### config.mk
export PLATFORM = sky130hd
export DESIGN_NAME = branch_checkpoint_table
export DESIGN_NICKNAME = d
export VERILOG_FILES = /design/src/rtl/branch_checkpoint_table.sv
export SDC_FILE = /design/constraint.sdc
export NUM_CORES = 1
export LEC_CHECK = 0
export BUFFER_PORTS_ARGS = -buffer_cell sky130_fd_sc_hd__buf_2
export CAP_MARGIN = 20
export CORE_MARGIN = 4
export CORE_UTILIZATION = 35
export CTS_CLUSTER_SIZE = 28
export DETAILED_ROUTE_END_ITERATION = 10
export PLACE_DENSITY = 0.53
export SLEW_MARGIN = 20
export SYNTH_ARGS = -nofsm -noshare
export SYNTH_HDL_FRONTEND = slang
export SYNTH_SLANG_ARGS = --single-unit
### constraint.sdc
create_clock -name clk -period 30 [get_ports clk]
set_input_delay 9 -clock clk [delete_from_list [all_inputs] [get_ports clk]]
set_output_delay 9 -clock clk [all_outputs]
set_load 0.02 [all_outputs]
### src/rtl/branch_checkpoint_table.sv
`default_nettype none
// ============================================================================
// Module   : branch_checkpoint_table
// Brief    : Circular store of per-branch rename checkpoints (free-list head,
//            rename map, GHR, delay-slot flag). Correct resolutions free
//            entries out of order. A mispredict squashes the branch and all
//            younger checkpoints, then presents the saved state for one cycle.
// Options  : CKPT_STATS_EN adds saturating allocation / mispredict counters.
// Revision : 1.0 - initial release
// ============================================================================
module branch_checkpoint_table #(
    parameter int BRANCH_NUM             = 4,
    parameter int REG_NUM                = 32,
    parameter int PHYS_REG_NUM_INDEX     = 6,
    parameter int ACTIVE_LIST_SIZE_INDEX = 6,
    parameter int GHR_LEN                = 8,
    localparam int BN_IDX                = $clog2(BRANCH_NUM),
    localparam int PR_IDX                = PHYS_REG_NUM_INDEX,
    localparam int AL_IDX                = ACTIVE_LIST_SIZE_INDEX,
    localparam int MAP_W                 = REG_NUM * PHYS_REG_NUM_INDEX
) (
    input  logic                clk,
    input  logic                rst,
    input  logic                flush,
    input  logic                alloc_req,
    input  logic [AL_IDX-1:0]   alloc_branch_id,
    input  logic                alloc_ds_valid,
    input  logic [PR_IDX-1:0]   alloc_free_head,
    input  logic [GHR_LEN-1:0]  alloc_ghr,
    input  logic [MAP_W-1:0]    alloc_rename_map,
    output logic                alloc_ready,
    output logic [BN_IDX-1:0]   alloc_idx,
    input  logic                resolve_valid,
    input  logic [AL_IDX-1:0]   resolve_branch_id,
    input  logic                resolve_miss,
    output logic                recover_valid,
    output logic [PR_IDX-1:0]   recover_free_head,
    output logic [MAP_W-1:0]    recover_rename_map,
    output logic [GHR_LEN-1:0]  recover_ghr,
    output logic                recover_ds_valid,
    output logic [BN_IDX:0]     occupancy,
`ifdef CKPT_STATS_EN
    output logic [15:0]         stat_alloc_cnt,
    output logic [15:0]         stat_miss_cnt,
`endif
    output logic                protocol_err
);

    localparam logic [BN_IDX-1:0] c_one = BN_IDX'(1);

    // Checkpoint storage: only the valid bits are reset, payload is don't-care
    logic [BRANCH_NUM-1:0] r_valid;
    logic [BRANCH_NUM-1:0] r_ds;
    logic [AL_IDX-1:0]     r_bid [BRANCH_NUM];
    logic [PR_IDX-1:0]     r_fh  [BRANCH_NUM];
    logic [GHR_LEN-1:0]    r_ghr [BRANCH_NUM];
    logic [MAP_W-1:0]      r_map [BRANCH_NUM];

    logic [BN_IDX-1:0]     r_wptr;
    logic [BN_IDX:0]       r_occ;
    logic                  r_err;
    logic                  r_rec_valid;

    logic [BRANCH_NUM-1:0] w_match;
    logic [BRANCH_NUM-1:0] w_squash;
    logic                  w_any_match;
    logic [BN_IDX-1:0]     w_m_idx;
    logic [BN_IDX-1:0]     w_span;
    logic                  w_ready;
    logic                  w_miss_req;
    logic                  w_miss_hit;
    logic                  w_fix;
    logic                  w_do_alloc;
    logic                  w_err_set;
    logic [BRANCH_NUM-1:0] w_valid_nxt;
    logic [BN_IDX-1:0]     w_wptr_nxt;
    logic [BN_IDX:0]       w_occ_nxt;

    assign w_ready     = ~r_valid[r_wptr];
    assign alloc_ready = w_ready;
    assign alloc_idx   = r_wptr;
    assign occupancy   = r_occ;
    assign protocol_err  = r_err;
    assign recover_valid = r_rec_valid;

    // Younger-range span: entries at circular distance 0..(wptr-m-1) from m.
    // With a full table and m == wptr this wraps to BRANCH_NUM-1, i.e. all.
    assign w_span = r_wptr - w_m_idx - c_one;

    generate
        for (genvar gi = 0; gi < BRANCH_NUM; gi++) begin : g_slot
            assign w_match[gi]  = r_valid[gi] && (r_bid[gi] == resolve_branch_id);
            assign w_squash[gi] = (BN_IDX'(gi) - w_m_idx) <= w_span;
        end
    endgenerate

    assign w_any_match = |w_match;

    // Priority pick of the lowest-indexed matching checkpoint
    always_comb begin
        w_m_idx = '0;
        for (int i = BRANCH_NUM - 1; i >= 0; i--) begin
            if (w_match[i]) w_m_idx = BN_IDX'(i);
        end
    end

    // Event decode: flush dominates, a mispredict drops any same-cycle alloc
    always_comb begin
        w_miss_req = resolve_valid && resolve_miss;
        w_miss_hit = !flush && w_miss_req && w_any_match;
        w_fix      = !flush && resolve_valid && !resolve_miss;
        w_do_alloc = !flush && !w_miss_req && alloc_req && w_ready;
        w_err_set  = !flush && ((alloc_req && !w_ready && !w_miss_req) ||
                                (resolve_valid && !w_any_match));
    end

    // Next table state and occupancy
    always_comb begin
        w_valid_nxt = r_valid;
        w_wptr_nxt  = r_wptr;
        if (flush) begin
            w_valid_nxt = '0;
            w_wptr_nxt  = '0;
        end else if (w_miss_hit) begin
            w_valid_nxt = r_valid & ~w_squash;
            w_wptr_nxt  = w_m_idx + c_one;
        end else begin
            if (w_fix) w_valid_nxt = w_valid_nxt & ~w_match;
            if (w_do_alloc) begin
                w_valid_nxt[r_wptr] = 1'b1;
                w_wptr_nxt          = r_wptr + c_one;
            end
        end
        w_occ_nxt = '0;
        for (int i = 0; i < BRANCH_NUM; i++) begin
            w_occ_nxt = w_occ_nxt + (BN_IDX+1)'(w_valid_nxt[i]);
        end
    end

    // Control state: valid bits, pointer, occupancy, error and recover pulse
    always_ff @(posedge clk or posedge rst) begin
        if (rst) begin
            r_valid            <= '0;
            r_wptr             <= '0;
            r_occ              <= '0;
            r_err              <= 1'b0;
            r_rec_valid        <= 1'b0;
            recover_free_head  <= '0;
            recover_rename_map <= '0;
            recover_ghr        <= '0;
            recover_ds_valid   <= 1'b0;
        end else begin
            r_valid     <= w_valid_nxt;
            r_wptr      <= w_wptr_nxt;
            r_occ       <= w_occ_nxt;
            r_rec_valid <= w_miss_hit;
            if (w_err_set) r_err <= 1'b1;
            if (w_miss_hit) begin
                recover_free_head  <= r_fh[w_m_idx];
                recover_rename_map <= r_map[w_m_idx];
                recover_ghr        <= {r_ghr[w_m_idx][GHR_LEN-1:1], ~r_ghr[w_m_idx][0]};
                recover_ds_valid   <= r_ds[w_m_idx];
            end
        end
    end

    // Checkpoint payload capture at the write pointer
    always_ff @(posedge clk) begin
        if (w_do_alloc) begin
            r_bid[r_wptr] <= alloc_branch_id;
            r_ds[r_wptr]  <= alloc_ds_valid;
            r_fh[r_wptr]  <= alloc_free_head;
            r_ghr[r_wptr] <= alloc_ghr;
            r_map[r_wptr] <= alloc_rename_map;
        end
    end

`ifdef CKPT_STATS_EN
    logic [15:0] r_stat_alloc;
    logic [15:0] r_stat_miss;

    assign stat_alloc_cnt = r_stat_alloc;
    assign stat_miss_cnt  = r_stat_miss;

    // Saturating event counters, untouched by flush
    always_ff @(posedge clk or posedge rst) begin
        if (rst) begin
            r_stat_alloc <= '0;
            r_stat_miss  <= '0;
        end else begin
            if (w_do_alloc && (r_stat_alloc != 16'hFFFF)) r_stat_alloc <= r_stat_alloc + 16'd1;
            if (w_miss_hit && (r_stat_miss != 16'hFFFF))  r_stat_miss  <= r_stat_miss + 16'd1;
        end
    end
`endif

endmodule
`default_nettype wire

==> results of run 1 <==
-- where the power goes --
| group | switching (mW) | total (mW) | internal [mW] |
|---|---|---|---|
| sequential | 0.00995 | 1.65 | 1.64 |
| combinational | 0.0646 | 0.0905 | 0.0260 |
| clock | 0.571 | 1.38 | 0.812 |
-- per-layer routing --
metal	routed length (microns)	global-route usage [%]	part of all wire, %	vias to the layer above
met1	45800	23.6	42	12120
li1	-	-	-	10840
met2	51900	29.4	48	647
met4	2570	5.02	2.4	30
met5	199	0	0.18	-
met3	7880	4.96	7.3	180
-- flip-flops by register name, indices dropped and copies added, names as in the netlist, 2 cells and up --
signal,cells
r_fh,24
occupancy,3
r_map,768
recover_rename_map,192
r_valid,4
recover_ghr,8
r_ghr,32
r_ds,4
recover_free_head,6
r_bid,24
alloc_idx,2
-- synthesized netlist by cell type, types with 4 or more instances --
library cell / number
sky130_fd_sc_hd__a21oi_1: 53
sky130_fd_sc_hd__a221o_1: 11
sky130_fd_sc_hd__a221oi_1: 172
sky130_fd_sc_hd__a22o_1: 25
sky130_fd_sc_hd__a22oi_1: 25
sky130_fd_sc_hd__a2bb2oi_1: 114
sky130_fd_sc_hd__a31oi_1: 12
sky130_fd_sc_hd__buf_1: 6
sky130_fd_sc_hd__buf_2: 48
sky130_fd_sc_hd__buf_4: 11
sky130_fd_sc_hd__buf_6: 4
sky130_fd_sc_hd__clkbuf_1: 119
sky130_fd_sc_hd__dfrtp_1: 218
sky130_fd_sc_hd__edfxtp_1: 852
sky130_fd_sc_hd__nand2_1: 246
sky130_fd_sc_hd__nand3_1: 7
sky130_fd_sc_hd__nor2_1: 220
sky130_fd_sc_hd__o211ai_1: 12
sky130_fd_sc_hd__o21ai_0: 337
sky130_fd_sc_hd__o21ai_1: 16
sky130_fd_sc_hd__xnor2_1: 7
sky130_fd_sc_hd__xor2_1: 18
-- worst reg2reg max path, stage by stage (launching register included) --
cell and delay, ns:
sky130_fd_sc_hd__dfrtp_1 0.69, sky130_fd_sc_hd__mux4_2 0.66, sky130_fd_sc_hd__nand3b_1 0.34, sky130_fd_sc_hd__or2_2 0.44, sky130_fd_sc_hd__nor2_4 0.37, sky130_fd_sc_hd__buf_4 0.79
sky130_fd_sc_hd__buf_4 0.81, sky130_fd_sc_hd__buf_4 0.86
-- cells by family after synthesis --
logic type | synth area share (%)
XOR/XNOR | 0.553
AO/OA/AOI/OAI | 13.6
buffers and inverters | 2.15
AND/OR/NAND/NOR | 5.05
flip-flops | 78.5
adder cells (fa/ha/maj) | 0.114
multiplexers | 0.0569
-- area by class of cell --
| type | instances | area share, % |
|---|---|---|
| clock buffer | 155 | 6.65 |
| multi-input combinational | 1325 | 16.5 |
| timing repair buffer | 481 | 5.45 |
| antenna | 15 | 0.0799 |
| inverter | 4 | 0.0533 |
| clock inverter | 58 | 1.20 |
| sequential | 1070 | 66.1 |
| tap | 1500 | 3.99 |
-- worst min-delay path by stage --
| stage | to | slack [ns] | depth (start not counted) |
|---|---|---|---|
| after floorplan | recover_free_head[0]$_DFFE_PP0P_ | 0.49 | 2 |
| after global placement | recover_rename_map[46]$_DFFE_PP0P_ | 0.46 | 2 |
| after detailed placement | recover_rename_map[127]$_DFFE_PP0P_ | 0.47 | 2 |
| after CTS | recover_rename_map[171]$_DFFE_PP0P_ | 0.48 | 2 |
| after global routing | recover_rename_map[46]$_DFFE_PP0P_ | 0.49 | 2 |
| final | recover_ghr[5]$_DFFE_PP0P_ | 0.47 | 2 |
==> summary by stage, run 1 <==
Global route
Summed over all layers, the global routing overflow is 0. The largest net degree at the start of global routing is 172. The number of antenna violations at the first check in global routing is 30. The number of global-route vias before repair came to 24078. The first-pass GRT wire length is 160000 microns. The global router's overall resource usage is 18.0%.

Die
The x dimension of the die is 344 microns. The core region is 112000 sq um. In this run the core area contains 123 standard-cell rows. The count of boundary I/O pins is 440. The initial utilization of the core area, before any placement, comes to 35.2%. The die extent in y is 344 microns. The floorplan step defined a die boundary enclosing 118000 sq um.

CTS
TritonCTS built the clock tree. The quantity of hold-fixing buffers added after cts is 0. Once the clock tree was built, the resizer swapped 0 gates to a different size.

Clock-pin slew was measured on the worst setup and hold paths at 0.06 ns. The TritonCTS buffer count is 113. For the worst-skew pair, the clock arrives at the later sink with an insertion delay of 0.69 ns.

The sink count of the clock tree is 1070. The cell at the root of the clock tree is sky130_fd_sc_hd__clkbuf_16. The buffers inserted during post-CTS setup optimization is 0.

The number of buffers on the longest clock path is 3. The maximum level of the CTS H-tree is 3.

Critical path
The startpoint type of the worst setup path is an input pin. Among all stages on the critical path, the largest delay is contributed by sky130_fd_sc_hd__buf_4. The required time of the critical path is 30.30 ns. The endpoint identified for the worst register-to-register timing path is r_map[3][146]$_DFFE_PP_.

The most critical setup path has its startpoint at resolve_valid. The delay contributed by the slowest stage of the critical path is 0.82 ns. The kind of capture point of the worst setup path is a register. The largest fanout of any net on the critical path is 59.

The count of buffering cells on the critical path with inverters included is 4. The worst register-to-register path begins at alloc_idx[0]$_DFFE_PP0P_. Measured in cells, the most critical reg-to-reg path has a length of 7. The signal on the critical path passes through buf_2, nand2_1, nand3b_1, or2_2, nor2_4, buf_4, buf_4, buf_4. In this design, the largest share of critical-path delay is due to buffers and inverters. The worst setup path is of the input pin to register kind. The setup check on the worst reg-to-reg path leaves a slack of 24.55 ns. Among the stages of the critical path, the cell type that occurs most often is sky130_fd_sc_hd__buf_4. The endpoint of the most critical setup path is r_map[3][146]$_DFFE_PP_.

The logic depth of the worst setup path including buffers is 8. The data arrival time of the worst path is 12.95 ns.

STA
The least setup slack across all paths after layout is 17.34 ns. Measured against its own limit, the worst slew margin works out to 30.6%. The final-layout worst hold slack is 0.473 ns. The final-report max-slew violation count was 0.

Setup repair after global routing left no endpoint under its margin. The sum of negative setup slack is 0 ns. The slew of the pin with the lowest slew margin is 1.04 ns.

The count of final setup violators is 0. Clock skew on the completed layout was measured at 0.0264 ns. The final period utilization is 42.2%. The number of hold violations in the final report is 0. Timing would allow up to 0.0790 GHz. The clock period minus worst slack is 12.66 ns.

Route
The per-cell via count in the routed design is 5.17. The first-iteration detailed-routing DRC count is 1500. Once detail routing completed, the nets flagged for antenna violations numbered 0. The detailed-route DRC error count is 0.

The final wirelength is 108000 microns. The average routed wire per standard cell is 23.5 microns. The final route contains 23817 vias. The number of optimization iterations in the first detailed-route pass is 7.

Synth
For this run, the register share of the synthesized area comes to 78.5%. Summed over all instances, the cell type with the most area after synthesis is sky130_fd_sc_hd__edfxtp_1. Synthesis produced a netlist whose cell count is 2587. Synthesis inferred 1070 register bits. The most common flop cell mapped by yosys is sky130_fd_sc_hd__edfxtp_1. By area the synthesized netlist is led by sky130_fd_sc_hd__edfxtp_1, sky130_fd_sc_hd__dfrtp_1, sky130_fd_sc_hd__o21ai_0, sky130_fd_sc_hd__a221oi_1, sky130_fd_sc_hd__a2bb2oi_1. The number of nets produced by synthesis is 2815. The count of distinct cell types in the synthesized netlist is 53.

The synthesized design contains 852 enable-type register cells. The summed instance area of the synthesized netlist is 39600 sq um. In the synthesized netlist the async set-or-reset flop fraction comes to 20.4%. During synthesis, Yosys emitted a total of 0 warnings. In this run the biggest area consumer among cell types represents 64.7% of the synthesized area. The per-instance average area after synthesis is 15.3 sq um.

Finish
The relative area change from synthesis to final layout is 18.8%. After routing the design area is 47000 sq um. In the layout the commonest cells are sky130_fd_sc_hd__edfxtp_1, sky130_fd_sc_hd__buf_2, sky130_fd_sc_hd__o21ai_0, sky130_fd_sc_hd__nand2_1, sky130_fd_sc_hd__dfrtp_1. The non-filler instance count after layout is 4608. The filler cells instantiated in the layout total 10363. The sequential cells in the finished layout cover a total of 31000 sq um. For this run, the post-layout net count is 3223. The multi-input combinational cells in the finished layout cover a total of 7760 sq um. Of the cells placed in the final design, the portion with a size suffix greater than 1 is 21.8%. For this run, the share of the core covered by cells in the final layout is 41.8%.

The commonest non-fill, non-tap cell in the layout is sky130_fd_sc_hd__edfxtp_1.

Worst hold path
The worst hold path belongs to the class register to register. The launch point of the worst hold path is recover_ghr[5]$_DFFE_PP0P_.

Flow run
Max-cap violations in this run came to 0.

Placement
Detailed placement ended at an HPWL of 58600 microns. The congestion estimate from routability-driven global placement came to 0.756. The worst-case setup slack after placement is 16.57 ns. The cell count after placement is 4380. Once placement finished, the instance area stood at 43300 sq um. The count of port buffers added during placement is 439.

Power
The worst-case IR drop observed on VDD is 0.0464 mV. Dividing total power by cell area gives a power density of 66.4 nW/um^2. The total design power is 3.12 mW. The analysis attributes to cell leakage a power of 17.6 nW.

Status
The run finished with clean final reports.
No activity file was read; power rests on OpenSTA's default activity.
==> run 2: changes to the inputs <==
==> constraint.sdc (replaced) <==
create_clock -name clk -period 12.6 [get_ports clk]
set_input_delay 3.78 -clock clk [delete_from_list [all_inputs] [get_ports clk]]
set_output_delay 3.78 -clock clk [all_outputs]
set_load 0.02 [all_outputs]
==> run 2 against run 1 <==
Utilization barely moved. First-iteration DRC count rose by 8.0%. Critical path depth rose by 5. Sequential power rose by 140%. Combinational power rose by 140%. Sequential cell count did not move. Final cell count barely moved. Via count rose by 0.35%. Global-route usage rose by 0.20 points.
==> summary by stage, run 2 (synthesized netlist as in run 1, its figures left out) <==
Status
The flow ran to the end, and the final reports show no timing, DRC or antenna violations.

CTS
The later-pin clock latency in the skew report is 0.69 ns (about the same). The clock transition at the registers of the reported paths is 0.06 ns (about the same). The number of gates given a new drive strength after cts is 0 (unchanged). TritonCTS built the clock tree. The root buffer cell chosen for the clock tree is sky130_fd_sc_hd__clkbuf_16.

The buffers inserted during post-CTS setup optimization came to 0 (unchanged). The TritonCTS buffer count was 113 (unchanged). The maximum level of the CTS H-tree is 3 (unchanged). The quantity of hold-fixing buffers added after cts is 0 (unchanged). The number of buffers on the longest clock path is 3 (unchanged). The sink count of the clock tree is 1070 (unchanged).

Finish
The post-layout utilization of the core is 41.9% (about the same). The relative area change from synthesis to final layout was 18.9% (about the same). In the final layout, the registers with the most flip-flops are r_map: 768 flops, recover_rename_map: 192 flops, r_ghr: 32 flops.

In the layout the commonest cells are sky130_fd_sc_hd__edfxtp_1, sky130_fd_sc_hd__buf_2, sky130_fd_sc_hd__o21ai_0, sky130_fd_sc_hd__nand2_1, sky130_fd_sc_hd__dfrtp_1. The flip-flop count of the largest register after layout is 768 (unchanged). The fraction of final layout cells sized beyond drive strength 1 is 21.7% (-0.15 points).

The commonest non-fill, non-tap cell in the layout is sky130_fd_sc_hd__edfxtp_1. The register containing the most flip-flops in the final layout is r_map. The number of nets in the finished design is 3221 (-0.062%).

Placement
The count of port buffers added during placement is 439 (unchanged). The sum of net half-perimeters after detailed placement was 57900 microns (-1.2%). The routability congestion estimate was 0.743 (-1.7%).

Global route
The largest net degree at the start of global routing came to 150 (-13%). The met2 track demand over resource is 29.6% (+0.21 points). The layer flagged by global routing as most heavily used is met2. The number of global-route vias before repair came to 23974 (-0.43%). The met1 layer usage reported by global route is 23.6% (about the same). The global routing met3 resource utilization was 5.98% (+1.0 points). The first-pass GRT wire length came to 161000 microns (+0.62%).

The number of antenna violations at the first check in global routing came to 34 (+13%). The global router's overall resource usage was 18.1% (+0.20 points). The aggregate global routing overflow is 0 (unchanged).

Worst hold path
The count of cells along the worst hold path is 2 (unchanged). The launch point of the worst hold path is recover_rename_map[190]$_DFFE_PP0P_. The worst hold path terminates at recover_rename_map[190]$_DFFE_PP0P_. The min-delay analysis places its worst path in the category register to register.

Die
The x dimension of the die was 344 microns (unchanged). The area of the die came to 118000 sq um (unchanged). The count of boundary I/O pins is 440 (unchanged).

The die extent in y is 344 microns (unchanged). The placement row count is 123 (unchanged). The placeable core region is 112000 sq um (unchanged). The starting utilization of the core area is 35.2% (unchanged).

Route
The per-cell via count in the routed design is 5.18 (+0.30%). The first-iteration detailed-routing DRC count is 1620 (+8.0%). The number of antenna-violating nets in the routed design was 0 (unchanged).

The number of optimization iterations in the first detailed-route pass is 5 (-2). The detailed-route DRC error count is 0 (unchanged). The final wirelength is 110000 microns (+2.0%). The average routed wire per standard cell came to 24.0 microns (+1.9%). The detailed-route via count was 23900 (+0.35%).

STA
Setup repair after global routing left no endpoint under its margin. The final period utilization is 59.4%. The clock tree skew after final layout is 0.0190 ns (-0.00743 ns). The count of final setup violators is 0 (unchanged). The number of hold violations in the final report is 0 (unchanged). The clock period minus worst slack is 7.49 ns. The slew of the pin with the lowest slew margin is 1.25 ns (+0.212 ns).

The headroom to the max-slew limit is 16.5% (-14 points). The final-report max-slew violation count came to 0 (unchanged). The fmax is 0.134 GHz. The sum of negative setup slack is 0 ns (unchanged).

Critical path
The slowest cell on the critical path is sky130_fd_sc_hd__buf_4. The delay contributed by the slowest stage of the critical path is 0.70 ns (-0.12 ns). The startpoint type of the worst setup path is an input pin. The data arrival time of the worst path came to 8.06 ns (-4.89 ns). The cell that appears most often on the critical path is sky130_fd_sc_hd__ha_1. In this run the critical register-to-register path is launched from alloc_idx[0]$_DFFE_PP0P_. The capturing point of the worst reg2reg path is r_map[1][187]$_DFFE_PP_. The number of cells on the worst reg-to-reg path came to 7 (unchanged). Traced cell by cell, the critical path runs through buf_2, xor2_1, nor4_2, and3_4, o41ai_4, buf_4, inv_4, a211oi_1, a221oi_1, nor2_1, fa_1, ha_1, ha_1.

The critical path class is input pin to register. The flop-to-flop setup slack is 7.56 ns (-16.99 ns). The kind of capture point of the worst setup path is a register. The largest fanout of any net on the critical path is 64 (+8.5%). The required time of the critical path is 13.18 ns (-17.12 ns).

Power
The total internal power is 5.87 mW (+140%). The worst-case vdd ir drop was 0.129 mV (+180%). The total power per unit cell area is 158 nW/um^2 (+140%). The proportion of total power due to net switching is 20.9% (+0.25 points).

The reported leakage power was 17.6 nW (about the same). The switching component of the power is 1.56 mW (+140%). The proportion of power drawn by combinational gates was 2.9% (about the same).

The part of the power in registers was 52.8% (about the same). The clock share of power is 44.3% (about the same).

Flow run
The number of max-capacitance violations reported is 0 (unchanged).
==> run 2: changes by cell type in the layout (fill, tap and decap cells not counted), sizes merged, moves of 3 or more <==
cell / previous run / this run
diode: 15 / 18
clkbuf: 155 / 174
clkinv: 36 / 30
clkinvlp: 7 / 2
bufinv: 10 / 5
==> run 2: layout make-up <==
type / instances / area, sq um
antenna: 18 / 45.0
clock buffer: 174 / 3320
clock inverter: 40 / 385
fill: 10303 / 65300
inverter: 4 / 25.0
multi-input combinational: 1325 / 7770
sequential: 1070 / 31000
tap: 1500 / 1880
timing repair buffer: 479 / 2570
==> run 2: stage by stage <==
step | total power [mW] | hold slack (ns) | cell area (sq um) | std cells | worst slack [ns]
after floorplan | 4.09 | 0.488 | 39600 | 2587 | 0.974
after detailed placement | 4.22 | 0.465 | 43300 | 4378 | 4.38
final | 7.43 | 0.472 | 47000 | 4610 | 5.11
after global routing | 7.68 | 0.495 | 47000 | 4598 | 4.88
after CTS | 7.52 | 0.478 | 47000 | 4592 | 5.15
after global placement | 4.21 | 0.456 | 43300 | 4378 | 4.38
==> run 2: worst max-delay path by stage <==
stage / from / end / slack [ns] / cells after the start
floorplan: resolve_miss / occupancy[1]$_DFF_PP0_ / 0.97 / 9
global placement: resolve_branch_id[2] / occupancy[1]$_DFF_PP0_ / 4.38 / 13
detailed placement: resolve_branch_id[2] / occupancy[1]$_DFF_PP0_ / 4.38 / 13
CTS: resolve_branch_id[2] / occupancy[1]$_DFF_PP0_ / 5.15 / 13
global route: resolve_branch_id[3] / occupancy[1]$_DFF_PP0_ / 4.88 / 13
finish: resolve_branch_id[2] / occupancy[1]$_DFF_PP0_ / 5.11 / 13
==> run 2: power by group through the flow <==
stage	Sequential, mW	Combinational (mW)	Clock, mW
2_1_floorplan	4.02	0.0719	0
3_3_place_gp	3.99	0.220	0
3_5_place_dp	3.99	0.223	0
4_1_cts	3.92	0.223	3.37
5_1_grt	3.93	0.240	3.51
6_report	3.92	0.217	3.29
==> run 2: critical path, delay by kind of cell <==
family,cells,cell delay [ns]
xor+xnor,1,0.38
buf+inv,3,1.34
simple gates,3,0.76
compound gates,3,0.84
fa+ha+maj,3,0.91
==> run 2: routing by layer <==
metal,wire length (microns),part of all wire (%),up-vias
met4,2130,1.9,28
li1,-,-,10849
met2,52500,48,673
met5,180,0.16,-
met3,9110,8.2,160
met1,46500,42,12190
